`config.mk`:
```
export PLATFORM = sky130hd
export DESIGN_NAME = core_ldst
export DESIGN_NICKNAME = d
export VERILOG_FILES = /design/src/rtl/core_pkg.sv /design/src/rtl/core_ldst_lane.sv /design/src/rtl/core_ldst.sv
export SDC_FILE = /design/constraint.sdc
export NUM_CORES = 1
export LEC_CHECK = 0
export ABC_CLOCK_PERIOD_IN_PS = 3300
export CORE_MARGIN = 1.5
export CORE_UTILIZATION = 35
export DETAILED_ROUTE_END_ITERATION = 6
export DONT_BUFFER_PORTS = 1
export SLEW_MARGIN = 10
export SYNTH_ARGS = -nofsm -noshare
export SYNTH_HDL_FRONTEND = slang
export SYNTH_SLANG_ARGS = --single-unit
```
`constraint.sdc`:
```
create_clock -name clk -period 3.3 [get_ports clk]
set_input_delay 0.66 -clock clk [delete_from_list [all_inputs] [get_ports clk]]
set_output_delay 0.66 -clock clk [all_outputs]
set_load 0.03 [all_outputs]
```
`src/rtl/core_pkg.sv`:
```
// core_pkg: shared types for the core load/store slice.
//   word       32-bit data/address word
//   reg_num    register-file index
//   wb_line    {ready, rd, value} result line handed to core_writeback
//   ldst_size  access width: LDST_BYTE / LDST_HALF / LDST_WORD
//   ldst_state load/store FSM states
// Helpers: align_off()       forces low address bits to size alignment
//          is_misaligned()   true when the low address bits do not suit the size
package core_pkg;

    localparam int REG_NUM_W = 5;

    typedef logic [31:0]          word;
    typedef logic [REG_NUM_W-1:0] reg_num;

    typedef struct packed {
        logic   ready;
        reg_num rd;
        word    value;
    } wb_line;

    typedef enum logic [1:0] {
        LDST_BYTE = 2'd0,
        LDST_HALF = 2'd1,
        LDST_WORD = 2'd2
    } ldst_size;

    typedef enum logic [1:0] {
        ST_IDLE = 2'd0,
        ST_REQ  = 2'd1,
        ST_WB   = 2'd2
    } ldst_state;

    // Drop address bits that lie below the access size; an unknown size is handled as a word.
    function automatic logic [1:0] align_off(input ldst_size size, input logic [1:0] off);
        logic [1:0] res;
        case (size)
            LDST_BYTE: res = off;
            LDST_HALF: res = {off[1], 1'b0};
            LDST_WORD: res = 2'b00;
            default:   res = 2'b00;
        endcase
        return res;
    endfunction

    function automatic logic is_misaligned(input ldst_size size, input logic [1:0] off);
        logic res;
        case (size)
            LDST_BYTE: res = 1'b0;
            LDST_HALF: res = off[0];
            LDST_WORD: res = (off != 2'b00);
            default:   res = (off != 2'b00);
        endcase
        return res;
    endfunction

endpackage

```
`src/rtl/core_ldst_lane.sv`:
```
// core_ldst_lane: combinational byte-lane logic for the load/store unit.
//   Store side: st_size/st_off/st_data -> wdata (lane-replicated) and be (byte enables).
//   Load side:  ld_size/ld_off/ld_signed/rdata -> ld_value (shifted, truncated, extended).
//   Offsets arriving here are already size-aligned.
module core_ldst_lane
    import core_pkg::*;
(
    input  ldst_size     st_size,
    input  logic [1:0]   st_off,
    input  word          st_data,
    output word          wdata,
    output logic [3:0]   be,
    input  ldst_size     ld_size,
    input  logic [1:0]   ld_off,
    input  logic         ld_signed,
    input  word          rdata,
    output word          ld_value
);

    word shifted_s;

    // Store lanes: replicate narrow data into every lane, enable only the addressed bytes.
    always_comb begin
        wdata = st_data;
        be    = 4'b1111;
        case (st_size)
            LDST_BYTE: begin
                wdata = {4{st_data[7:0]}};
                be    = 4'b0001 << st_off;
            end
            LDST_HALF: begin
                wdata = {2{st_data[15:0]}};
                be    = 4'b0011 << st_off;
            end
            LDST_WORD: begin
                wdata = st_data;
                be    = 4'b1111;
            end
            default: begin
                wdata = st_data;
                be    = 4'b1111;
            end
        endcase
    end

    // Load path: bring the addressed bytes down to bit 0, then truncate and extend.
    always_comb begin
        shifted_s = rdata >> {ld_off, 3'b000};
        ld_value  = shifted_s;
        case (ld_size)
            LDST_BYTE: ld_value = {{24{ld_signed & shifted_s[7]}}, shifted_s[7:0]};
            LDST_HALF: ld_value = {{16{ld_signed & shifted_s[15]}}, shifted_s[15:0]};
            LDST_WORD: ld_value = shifted_s;
            default:   ld_value = shifted_s;
        endcase
    end

endmodule

```
`src/rtl/core_ldst.sv`:
```
// core_ldst: load/store execution unit.
//   Accepts one op in IDLE (issue_*), runs one Avalon-style bus transfer (mem_*),
//   and for loads presents the aligned/extended result on wb_ldst until
//   core_writeback takes it (wb_stall_ldst=0). Stores produce no writeback.
//   ldst_fault pulses for one cycle when the bus stalls WAIT_LIMIT cycles in a row.
// Parameters: WAIT_LIMIT - consecutive waitrequest cycles before the op aborts.
// Configuration macro: LDST_MISALIGN_CHECK_EN - when defined, a misaligned HALF/WORD
//   op is rejected at issue with a ldst_fault pulse and no bus cycle; when undefined,
//   low address bits are silently forced to size alignment.
// Reset: rst_n, synchronous, active-low. All outputs are registered.
module core_ldst
    import core_pkg::*;
#(
    parameter int WAIT_LIMIT = 255
) (
    input  logic         clk,
    input  logic         rst_n,
    input  logic         issue_valid,
    output logic         issue_ready,
    input  logic         issue_store,
    input  ldst_size     issue_size,
    input  logic         issue_signed,
    input  word          issue_base,
    input  word          issue_offset,
    input  word          issue_data,
    input  reg_num       issue_rd,
    output word          mem_address,
    output logic         mem_read,
    output logic         mem_write,
    output word          mem_writedata,
    output logic [3:0]   mem_byteenable,
    input  logic         mem_waitrequest,
    input  word          mem_readdata,
    output wb_line       wb_ldst,
    input  logic         wb_stall_ldst,
    output logic         ldst_fault
);

    // Counter only has to reach WAIT_LIMIT-1: the cycle that would make it WAIT_LIMIT aborts.
    localparam int            CW        = (WAIT_LIMIT > 1) ? $clog2(WAIT_LIMIT) : 1;
    localparam logic [CW-1:0] WAIT_LAST = CW'(WAIT_LIMIT - 1);

    ldst_state     state_r;
    logic [CW-1:0] wait_cnt_r;
    ldst_size      ld_size_r;
    logic [1:0]    ld_off_r;
    logic          ld_signed_r;

    word           addr_s;
    logic [1:0]    off_s;
    logic          misalign_s;
    word           st_wdata_s;
    logic [3:0]    st_be_s;
    word           ld_value_s;

    assign addr_s = issue_base + issue_offset;
    assign off_s  = align_off(issue_size, addr_s[1:0]);

`ifdef LDST_MISALIGN_CHECK_EN
    assign misalign_s = is_misaligned(issue_size, addr_s[1:0]);
`else
    assign misalign_s = 1'b0;
`endif

    // Store lanes come from the issuing op and are registered onto the bus; the load
    // path works on the latched op so it can extract data on the acceptance cycle.
    core_ldst_lane u_lane (
        .st_size   (issue_size),
        .st_off    (off_s),
        .st_data   (issue_data),
        .wdata     (st_wdata_s),
        .be        (st_be_s),
        .ld_size   (ld_size_r),
        .ld_off    (ld_off_r),
        .ld_signed (ld_signed_r),
        .rdata     (mem_readdata),
        .ld_value  (ld_value_s)
    );

    // Load/store FSM with all registered outputs.
    always_ff @(posedge clk) begin
        if (!rst_n) begin
            state_r        <= ST_IDLE;
            issue_ready    <= 1'b1;
            mem_read       <= 1'b0;
            mem_write      <= 1'b0;
            mem_address    <= 32'h0000_0000;
            mem_writedata  <= 32'h0000_0000;
            mem_byteenable <= 4'b0000;
            wb_ldst        <= '0;
            ldst_fault     <= 1'b0;
            wait_cnt_r     <= '0;
            ld_size_r      <= LDST_WORD;
            ld_off_r       <= 2'b00;
            ld_signed_r    <= 1'b0;
        end else begin
            ldst_fault <= 1'b0;
            case (state_r)
                ST_IDLE: begin
                    wait_cnt_r <= '0;
                    if (issue_valid) begin
                        if (misalign_s) begin
                            ldst_fault <= 1'b1;
                        end else begin
                            state_r        <= ST_REQ;
                            issue_ready    <= 1'b0;
                            mem_read       <= ~issue_store;
                            mem_write      <= issue_store;
                            mem_address    <= {addr_s[31:2], 2'b00};
                            mem_writedata  <= st_wdata_s;
                            mem_byteenable <= st_be_s;
                            ld_size_r      <= issue_size;
                            ld_off_r       <= off_s;
                            ld_signed_r    <= issue_signed;
                            wb_ldst.rd     <= issue_rd;
                        end
                    end
                end
                ST_REQ: begin
                    if (!mem_waitrequest) begin
                        mem_read  <= 1'b0;
                        mem_write <= 1'b0;
                        if (mem_read) begin
                            wb_ldst.ready <= 1'b1;
                            wb_ldst.value <= ld_value_s;
                            state_r       <= ST_WB;
                        end else begin
                            state_r     <= ST_IDLE;
                            issue_ready <= 1'b1;
                        end
                    end else if (wait_cnt_r == WAIT_LAST) begin
                        // Bus never answered: abandon the op without a writeback.
                        mem_read    <= 1'b0;
                        mem_write   <= 1'b0;
                        ldst_fault  <= 1'b1;
                        state_r     <= ST_IDLE;
                        issue_ready <= 1'b1;
                    end else begin
                        wait_cnt_r <= wait_cnt_r + 1'b1;
                    end
                end
                ST_WB: begin
                    if (!wb_stall_ldst) begin
                        wb_ldst.ready <= 1'b0;
                        state_r       <= ST_IDLE;
                        issue_ready   <= 1'b1;
                    end
                end
                default: begin
                    state_r       <= ST_IDLE;
                    issue_ready   <= 1'b1;
                    mem_read      <= 1'b0;
                    mem_write     <= 1'b0;
                    wb_ldst.ready <= 1'b0;
                end
            endcase
        end
    end

endmodule
```
# Word-level counts from Yosys, hierarchy flattened
# Cells that the tools add are included.
[op_classes]
reduce_logical = 12
n_bitwise = 6
eq_ne = 13
muxes = 30
n_addsub = 2
shift = 3
[op_table]
columns = ["cell", "n"]
rows = [
  ["$pmux W32 S2", 2],
  ["$add A32 B32 Y32", 1],
  ["$shr A32 B5 Y32", 1],
  ["$mux W8", 2],
  ["$pmux W8 S2", 1],
  ["$reduce_and A3 Y1", 5],
  ["$mux W1", 13],
  ["$ne A2 B2 Y1 const B", 6],
  ["$pmux W1 S3", 4],
  ["$mux W2", 5],
  ["$add A8 B1 Y8 const B", 1],
  ["$eq A8 B8 Y1 const B", 1],
  ["$pmux W4 S2", 1],
  ["$reduce_and A4 Y1", 2],
  ["$eq A2 B1 Y1 const B", 3],
  ["$logic_not A2 Y1", 3],
  ["$ne A3 B3 Y1 const B", 2],
  ["$pmux W2 S3", 1],
  ["$not A1 Y1", 4],
  ["$pmux W2 S2", 1],
  ["$shl A1 B2 Y4 const A", 1],
  ["$shl A2 B2 Y4 const A", 1],
  ["$and A1 B1 Y1", 2],
  ["$eq A2 B2 Y1 const B", 1],
  ["other kinds (2)", 2],
]
[totals]
elab_cells = 81
in_bits = 142
reg_bits = 123

# Depth between registers and ports, before layout
# Gate-level depths: netlist of the first run.
[logic_depth]
ltp_word = 4
depth_mapped = 10
depth_no_buf = 10

# Hierarchy
# Synthesis of the first run repeated with hierarchy kept, for this count alone.
[hier_totals]
cells_unflattened = 987
hier_area_um2 = 7523.5
[modules_own_cells]
columns = ["mod", "seq_area_each_um2", "area_each_um2", "cells_per_inst", "n_inst"]
rows = [
  ["core_ldst", 2462.4, 6253.5, 819, 1],
  ["core_ldst_lane", 0.0, 1270.0, 168, 1],
]

# Least setup slack after synthesis of the first run
# No wires, ideal clock.
[synth_timing]
path_kind = "input -> register"
from = "input port issue_base[0]"
to = "register mem_address[22]"
stages = 10
path_buffers = 0
setup_ns = 0.117
setup_slack_ns = 0.441
arrival_ns = 2.742
cell_sequence = "ha_1 -> fa_1 -> a21o_1 -> a22oi_1 -> a2bb2oi_2 -> a2111o_1 -> or3b_1 -> a21oi_1 -> xor2_1 -> o21ai_1"
[synth_between]
elab_chain_cells = 1
[synth_lines]
columns = ["item", "line_no", "text"]
rows = [
  ["start: declaration", "core_ldst.sv:23", "input word issue_base,"],
  ["$add A32 B32 Y32", "core_ldst.sv:56", "assign addr_s = issue_base + issue_offset;"],
  ["end signal: assignment", "core_ldst.sv:109", "mem_address <= {addr_s[31:2], 2'b00};"],
  ["end: declaration", "core_ldst.sv:27", "output word mem_address,"],
]
# No other way between the ends.
# A chain may end at the register's enable or synchronous reset.

# Final worst setup path of the first run
[layout_timing]
from = "input port issue_base[0]"
to = "register mem_address[28]"
# Same word-level chain as after synthesis.

==> results of run 1 <==
## state kept, by name (all words and copies together), names as in the netlist
signal,cells
issue_ready,1
state_r,2
mem_writedata,32
ldst_fault,1
wait_cnt_r,8
mem_write,1
mem_byteenable,4
ld_off_r,2
ld_signed_r,1
wb_ldst,38
ld_size_r,2
mem_read,1
mem_address,30
## worst min-delay path by stage
stage | from | to | cells past startpoint
2_1_floorplan | ld_size_r[0]$_SDFFE_PN0P_ | ld_size_r[0]$_SDFFE_PN0P_ | 2
3_3_place_gp | ld_size_r[0]$_SDFFE_PN0P_ | ld_size_r[0]$_SDFFE_PN0P_ | 2
3_5_place_dp | ld_size_r[0]$_SDFFE_PN0P_ | ld_size_r[0]$_SDFFE_PN0P_ | 2
4_1_cts | rst_n | issue_ready$_SDFFE_PN1P_ | 1
5_1_grt | rst_n | issue_ready$_SDFFE_PN1P_ | 1
6_report | rst_n | ld_size_r[1]$_SDFFE_PN1P_ | 1
## logic make-up after synthesis
| group | Yosys count | share of synthesized area (%) |
|---|---|---|
| fa+ha+maj | 34 | 6.110 |
| xor+xnor | 28 | 3.461 |
| flops | 123 | 34.75 |
| other cells | 1 | 0.05292 |
| simple gates | 301 | 19.42 |
| mux | 43 | 6.234 |
| compound gates | 287 | 26.21 |
| buf+inv | 68 | 3.761 |
## stage by stage
stage / total power [mW] / cells / worst slack, ns / area [um^2] / hold slack (ns)
floorplan: 2.437 / 886 / 0.4406 / 7089 / 0.4645
global placement: 2.588 / 1105 / 0.2505 / 7295 / 0.4808
detailed placement: 2.594 / 1105 / 0.1721 / 7295 / 0.4945
CTS: 4.449 / 1135 / 0.5974 / 7869 / 0.3136
global route: 4.628 / 1135 / 0.3772 / 7869 / 0.3428
finish: 4.403 / 1135 / 0.5684 / 7869 / 0.3703
## cell usage after synthesis (3+ instances only)
| cell type | n |
|---|---|
| nand4_1 | 11 |
| nor2b_1 | 13 |
| nor3_1 | 6 |
| mux2_2 | 9 |
| buf_1 | 4 |
| o21a_1 | 8 |
| a21boi_0 | 42 |
| a211oi_1 | 6 |
| o211ai_1 | 17 |
| dfxtp_1 | 123 |
| o31ai_1 | 3 |
| nand3b_1 | 5 |
| a31oi_1 | 8 |
| mux2i_1 | 34 |
| nand2_1 | 159 |
| nand3_1 | 22 |
| a22oi_1 | 3 |
| and2_1 | 22 |
| inv_1 | 11 |
| a21o_1 | 11 |
| ha_1 | 33 |
| clkbuf_1 | 48 |
| o211a_1 | 18 |
| o21ai_0 | 83 |
| a21oi_1 | 65 |
| and4_1 | 4 |
| xnor2_1 | 10 |
| o21bai_1 | 4 |
| xor2_1 | 18 |
| buf_2 | 3 |
| nor2_1 | 43 |
| and3_1 | 6 |
## area by class of cell
type / count / area [um^2]
clock inverters: 10 / 117.6
inverters: 11 / 41.29
multi-input cells: 695 / 4364
well taps: 265 / 331.6
clock buffers: 20 / 456.7
flip-flops and latches: 123 / 2462
fillers: 2057 / 11790
repair buffers: 11 / 95.09
## power groups by stage
stage | clock (mW) | combinational (mW) | sequential (mW)
detailed placement | 0 | 0.688 | 1.91
global route | 1.96 | 0.781 | 1.88
CTS | 1.88 | 0.691 | 1.87
floorplan | 0 | 0.579 | 1.86
global placement | 0 | 0.683 | 1.90
finish | 1.84 | 0.689 | 1.87
## critical path, delay by kind of cell
kind | cells | cell delay, ns
AOI/OAI and AO/OA | 7 | 1.49
adders and majority gates | 2 | 0.69
xor gates and xnor gates | 1 | 0.16
## per-layer routing
layer  part of all wire [%]  global-route usage, %  up-vias
li1                       -                      -     3093
met1                     45                  24.45     2887
met2                     47                  30.62      192
met3                    7.0                  6.101       12
met4                   0.81                  4.184        0
met5                      0                      0        -
==> impl_results.md, run 1 <==
* Synth Flop Type: dfxtp_1
* P_int at 3.025 mW
* GRT overflow at 0
* H-tree depth at 4
* WP data required at 3.58 ns
* Synth warn at 0
* Most common cell after layout, fill and taps aside: nand2_1
* Final WL at 20.44 mm
* Max stage delay on crit path at 0.43 ns
* Port Buffers at 0
* Combinational share of power at 15.7%
* DRC at 0
* Slew @ Worst Pin at 0.8065 ns
* Worst-path cell chain: ha_1 > fa_1 > a21o_1 > a22oi_1 > a2bb2oi_2 > a31oi_1 > a211oi_1 > a221oi_1 > xnor2_1 > a21oi_1
* CP arrival at 3.01 ns
* Share of cells above drive strength 1 at 6.897%
* Pwr dens at 559.6 nW/um^2
* Core area at 19650 um^2
* Clock Latency Late Sink at 0.41 ns
* Number of CTS-inserted buffers at 17
* HP Class: primary input to flip-flop
* Ys async rst share at 0%
* Maxcap violations at 0
* Final core occ at 40.04%
* Clk sink count at 123
* Reg2Reg Setup Slack at 0.68 ns
* Period Utilization, post-route at 82.78%
* Die X at 145.3 um
* Post-route minimum period at 2.732 ns
* Leakage at 3.170 nW
* Die Y-Extent at 145.3 um
* CTS clk-pin slew, worst paths at 0.06 ns
* CP endpoint: mem_address[28]$_SDFFE_PN0P_
* Number of flops mapped to enable cells by yosys at 0
* Vias per Instance at 5.448
* Post-detail-place hpwl at 14.90 mm
* Setup TNS at 0 ns
* # IOs at 252
* Switching part of the total at 31.31%
* Start point of the critical path: issue_base[0]
* Mapped Area at 7086 um^2
* 1st-iter DRT viols at 294
* Syn_area_per_cell at 8.006 um^2
* Vias in the first global route at 5669
* DIE AREA at 21110 um^2
* Antenna violations before repair at 0
* Fin. Hold Viols at 0
* NetSw at 1.379 mW
* Yosys top cell area share at 34.75%
* Sequential power share at 42.5%
* Row count at 51
* Pin count of the biggest net entering global routing at 124
* Worst Setup End Kind: flip-flop
* PostCTS Resize Cnt at 0
* Max-slew violations at 0
* Crit Path Max Fanout at 3
* Clock Path Buffers at 2
* Synth Instances at 885
* Slowest library cell on the worst path: fa_1
* Max rail drop VDD at 0.2949 mV
* Status: finished clean
* Crit start category: primary input
* Routed Antenna Nets at 0
* Most frequent cells in the layout: 158 x nand2_1, 123 x dfxtp_1, 83 x o21ai_0
* TritonCTS clock tree: done
* Count of cell types in the netlist at 59
* CTS root buf: clkbuf_16
* Vias at 6184
* Ant diodes at 0
* Area growth, synth to finish at 11.05%
* # setup viols final at 0
* Worst reg2reg path startpoint: ld_off_r[1]$_SDFFE_PN0P_
* Sequential share of the synthesized area at 34.75%
* Path depth of the worst reg2reg path at 8
* Reg2Reg Capture Point: wb_ldst[31]$_SDFFE_PN0P_
* Clock power frac at 41.9%
* Final GP Congestion at 0.8711
* Clk_skew at 0.01263 ns
* Fmax achieved at 366.1 MHz
* 1st-pass router iterations at 5
* # Post-CTS Setup Buffers at 0
* Layout Nets at 1035
* Area contributors post-synth: dfxtp_1 35%, nand2_1 8.4%, o21ai_0 5.9%
* First-pass GRT wire length at 32.13 mm
* Unrepaired setup endpoints after global routing: no
* #FFs+latches synth at 123
* Initial Util at 36.05%
* Max-slew headroom at 46.04%
* WL/cell at 18.01 um
* Hold-fix buffers, CTS at 0
* Cell taking the most area after synthesis: dfxtp_1
* Crit path kind: primary input to flip-flop
* Global Route Usage Sum at 18.92%
(Power assumes the default switching activity.)
==> run 2: changes to the inputs <==
Settings changed: ABC_CLOCK_PERIOD_IN_PS 3300 to 2300.
Clock period 3.3 ns to 2.3 ns, I/O delays scaled along.
==> run 2 against run 1 <==
Against the previous run: routed wire length up 3.4%; via count up 3.6%; count of clock-buffer cells in the layout down 2; register-to-register slack worse by 0.25 ns; clock power up 57%; non-clock buffer count up 73; critical path type unchanged; largest cell class unchanged; largest power group is now clock.
==> impl_results.md, run 2 (synthesis gave the netlist of run 1 again) <==
* Unrepaired setup endpoints after global routing: no
* Hold-fix buffers, CTS at 0 (unchanged)
* Dpl cell area at 7994 um^2 (+9.6%)
* HP Class: primary input to flip-flop
* Slew @ Worst Pin at 0.6419 ns (-0.1645 ns)
* Clk sink count at 123 (unchanged)
* DRC at 0 (unchanged)
* Worst Setup End Kind: flip-flop
* Top reg by flops: wb_ldst
* Max-slew headroom at 57.20% (+11 points)
* # IOs at 252 (unchanged)
* Antenna violations before repair at 0 (unchanged)
* Initial Util at 36.05% (unchanged)
* Global Route Usage Sum at 19.83% (+0.91 points)
* Area growth, synth to finish at 21.79%
* NetSw at 2.144 mW (+55%)
* First-pass GRT wire length at 33.62 mm (+4.6%)
* Layout Nets at 1108 (+7.1%)
* Post-detail-place hpwl at 15.74 mm (+5.7%)
* # setup viols final at 0 (unchanged)
* Final WL at 21.14 mm (+3.4%)
* Pin count of the biggest net entering global routing at 124 (unchanged)
* Vias per Instance at 5.293 (-2.8%)
* Leakage at 3.566 nW (+12%)
* WP data required at 2.62 ns (-0.96 ns)
* Worst-path cell chain: ha_4 > fa_2 > a21o_1 > a22oi_2 > a2bb2oi_2 > a2111o_1 > or3b_4 > a21oi_2 > xor2_1 > o21ai_1
* Share of cells above drive strength 1 at 16.30% (+9.4 points)
* Setup TNS at 0 ns (unchanged)
* Most common cell after layout, fill and taps aside: nand2_1
* Clock Latency Late Sink at 0.42 ns (about the same)
* Post-route minimum period at 2.143 ns
* Fin. Hold Viols at 0 (unchanged)
* Final GP Congestion at 0.8701 (-0.11%)
* Core area at 19650 um^2 (unchanged)
* Clock Path Buffers at 2 (unchanged)
* Routed Antenna Nets at 0 (unchanged)
* Number of CTS-inserted buffers at 17 (unchanged)
* CP arrival at 2.46 ns (-0.55 ns)
* 1st-pass router iterations at 5 (unchanged)
* Port Buffers at 0 (unchanged)
* Crit Path Max Fanout at 3 (unchanged)
* CTS clk-pin slew, worst paths at 0.07 ns (about the same)
* Sequential power share at 39.6% (-2.9 points)
* Period Utilization, post-route at 93.16%
* Clock power frac at 42.6% (+0.7 points)
* Vias in the first global route at 6203 (+9.4%)
* WL/cell at 17.47 um (-3.0%)
* GRT overflow at 0 (unchanged)
* Fill cell count at 2038 (-0.92%)
* Slowest library cell on the worst path: or3b_4
* Status: finished clean
* Switching part of the total at 31.72% (+0.40 points)
* Die X at 145.3 um (unchanged)
* Combinational share of power at 17.8% (+2.1 points)
* CTS root buf: clkbuf_16
* Row count at 51 (unchanged)
* Max rail drop VDD at 0.4278 mV (+45%)
* 1st-iter DRT viols at 220 (-25%)
* Crit path kind: primary input to flip-flop
* Fmax achieved at 466.7 MHz
* H-tree depth at 4 (unchanged)
* Vias at 6405 (+3.6%)
* Largest register FFs at 38 (unchanged)
* Max-slew violations at 0 (unchanged)
* Clk_skew at 0.01170 ns (-0.0009226 ns)
* P_int at 4.615 mW (+53%)
* Die Y-Extent at 145.3 um (unchanged)
* DIE AREA at 21110 um^2 (unchanged)
* Crit start category: primary input
* Biggest regs: wb_ldst: 38 flops, mem_writedata: 32 flops, mem_address: 30 flops
* Most frequent cells in the layout: 158 x nand2_1, 123 x dfxtp_1, 81 x buf_4
* Ant diodes at 0 (unchanged)
* TritonCTS clock tree: done
* Pwr dens at 783.2 nW/um^2 (+40%)
* Max stage delay on crit path at 0.37 ns (-0.06 ns)
* Maxcap violations at 0 (unchanged)
* Post-Layout Inst Area at 8630 um^2 (+9.7%)
==> run 2: final cells by class <==
class                      count  area (um^2)  area share (%)
tap                          265        331.6           3.842
clock inverter                14        182.7           2.117
clock buffer                  18        439.2           5.089
sequential                   123         2462           28.53
inverter                      11        41.29          0.4785
timing repair buffer          84        668.1           7.742
multi-input combinational    695         4504           52.20
==> run 2: worst paths after layout <==
check	from	endpoint	slack [ns]	depth (start not counted)
worst max-delay path	issue_base[0]	mem_address[22]$_SDFFE_PN0P_	0.16	10
worst min-delay path	rst_n	issue_ready$_SDFFE_PN1P_	0.15	1
worst max register to register	state_r[0]$_SDFFE_PN0P_	wb_ldst[16]$_SDFFE_PN0P_	0.43	7
worst min register to register	ld_size_r[0]$_SDFFE_PN0P_	ld_size_r[0]$_SDFFE_PN0P_	0.51	2
==> run 2: worst max-delay path: cells and delay by family <==
kind | cells | cell delay [ns]
compound gates | 6 | 0.99
xor+xnor | 1 | 0.14
fa+ha+maj | 2 | 0.50
simple gates | 1 | 0.37
==> run 2: timing repair <==
item                       in CTS  in global routing
gates resized for setup         0                  4
setup buffers                   0                  0
setup endpoints to repair       0                  4
==> run 2: through the flow <==
stage / hold WS (ns) / worst slack (ns) / instances / power, mW / util, %
final: 0.1456 / 0.1574 / 1210 / 6.759 / 43.91
after floorplan: 0.4645 / -0.2260 / 886 / 3.534 / -
after global routing: 0.1237 / 0.002315 / 1210 / 7.082 / 43.91
after CTS: 0.1043 / 0.07129 / 1210 / 6.833 / 43.84
after detailed placement: 0.5040 / -0.3453 / 1178 / 3.927 / 40.67
after global placement: 0.4898 / -0.3162 / 1178 / 3.915 / 40.67
==> run 2: routing by layer <==
metal	vias up	track usage (%)	part of all wire, %
met5	-	0	0
met4	0	5.102	0.98
met3	17	7.296	8.9
met2	218	32.33	47
met1	2926	24.61	44
li1	3244	-	-
==> run 2: power by group through the flow <==
stage	logic [mW]	clock network (mW)	registers, mW
finish	1.20	2.88	2.68
global route	1.35	3.03	2.70
CTS	1.20	2.95	2.68
detailed placement	1.20	0	2.73
global placement	1.19	0	2.73
floorplan	0.867	0	2.67
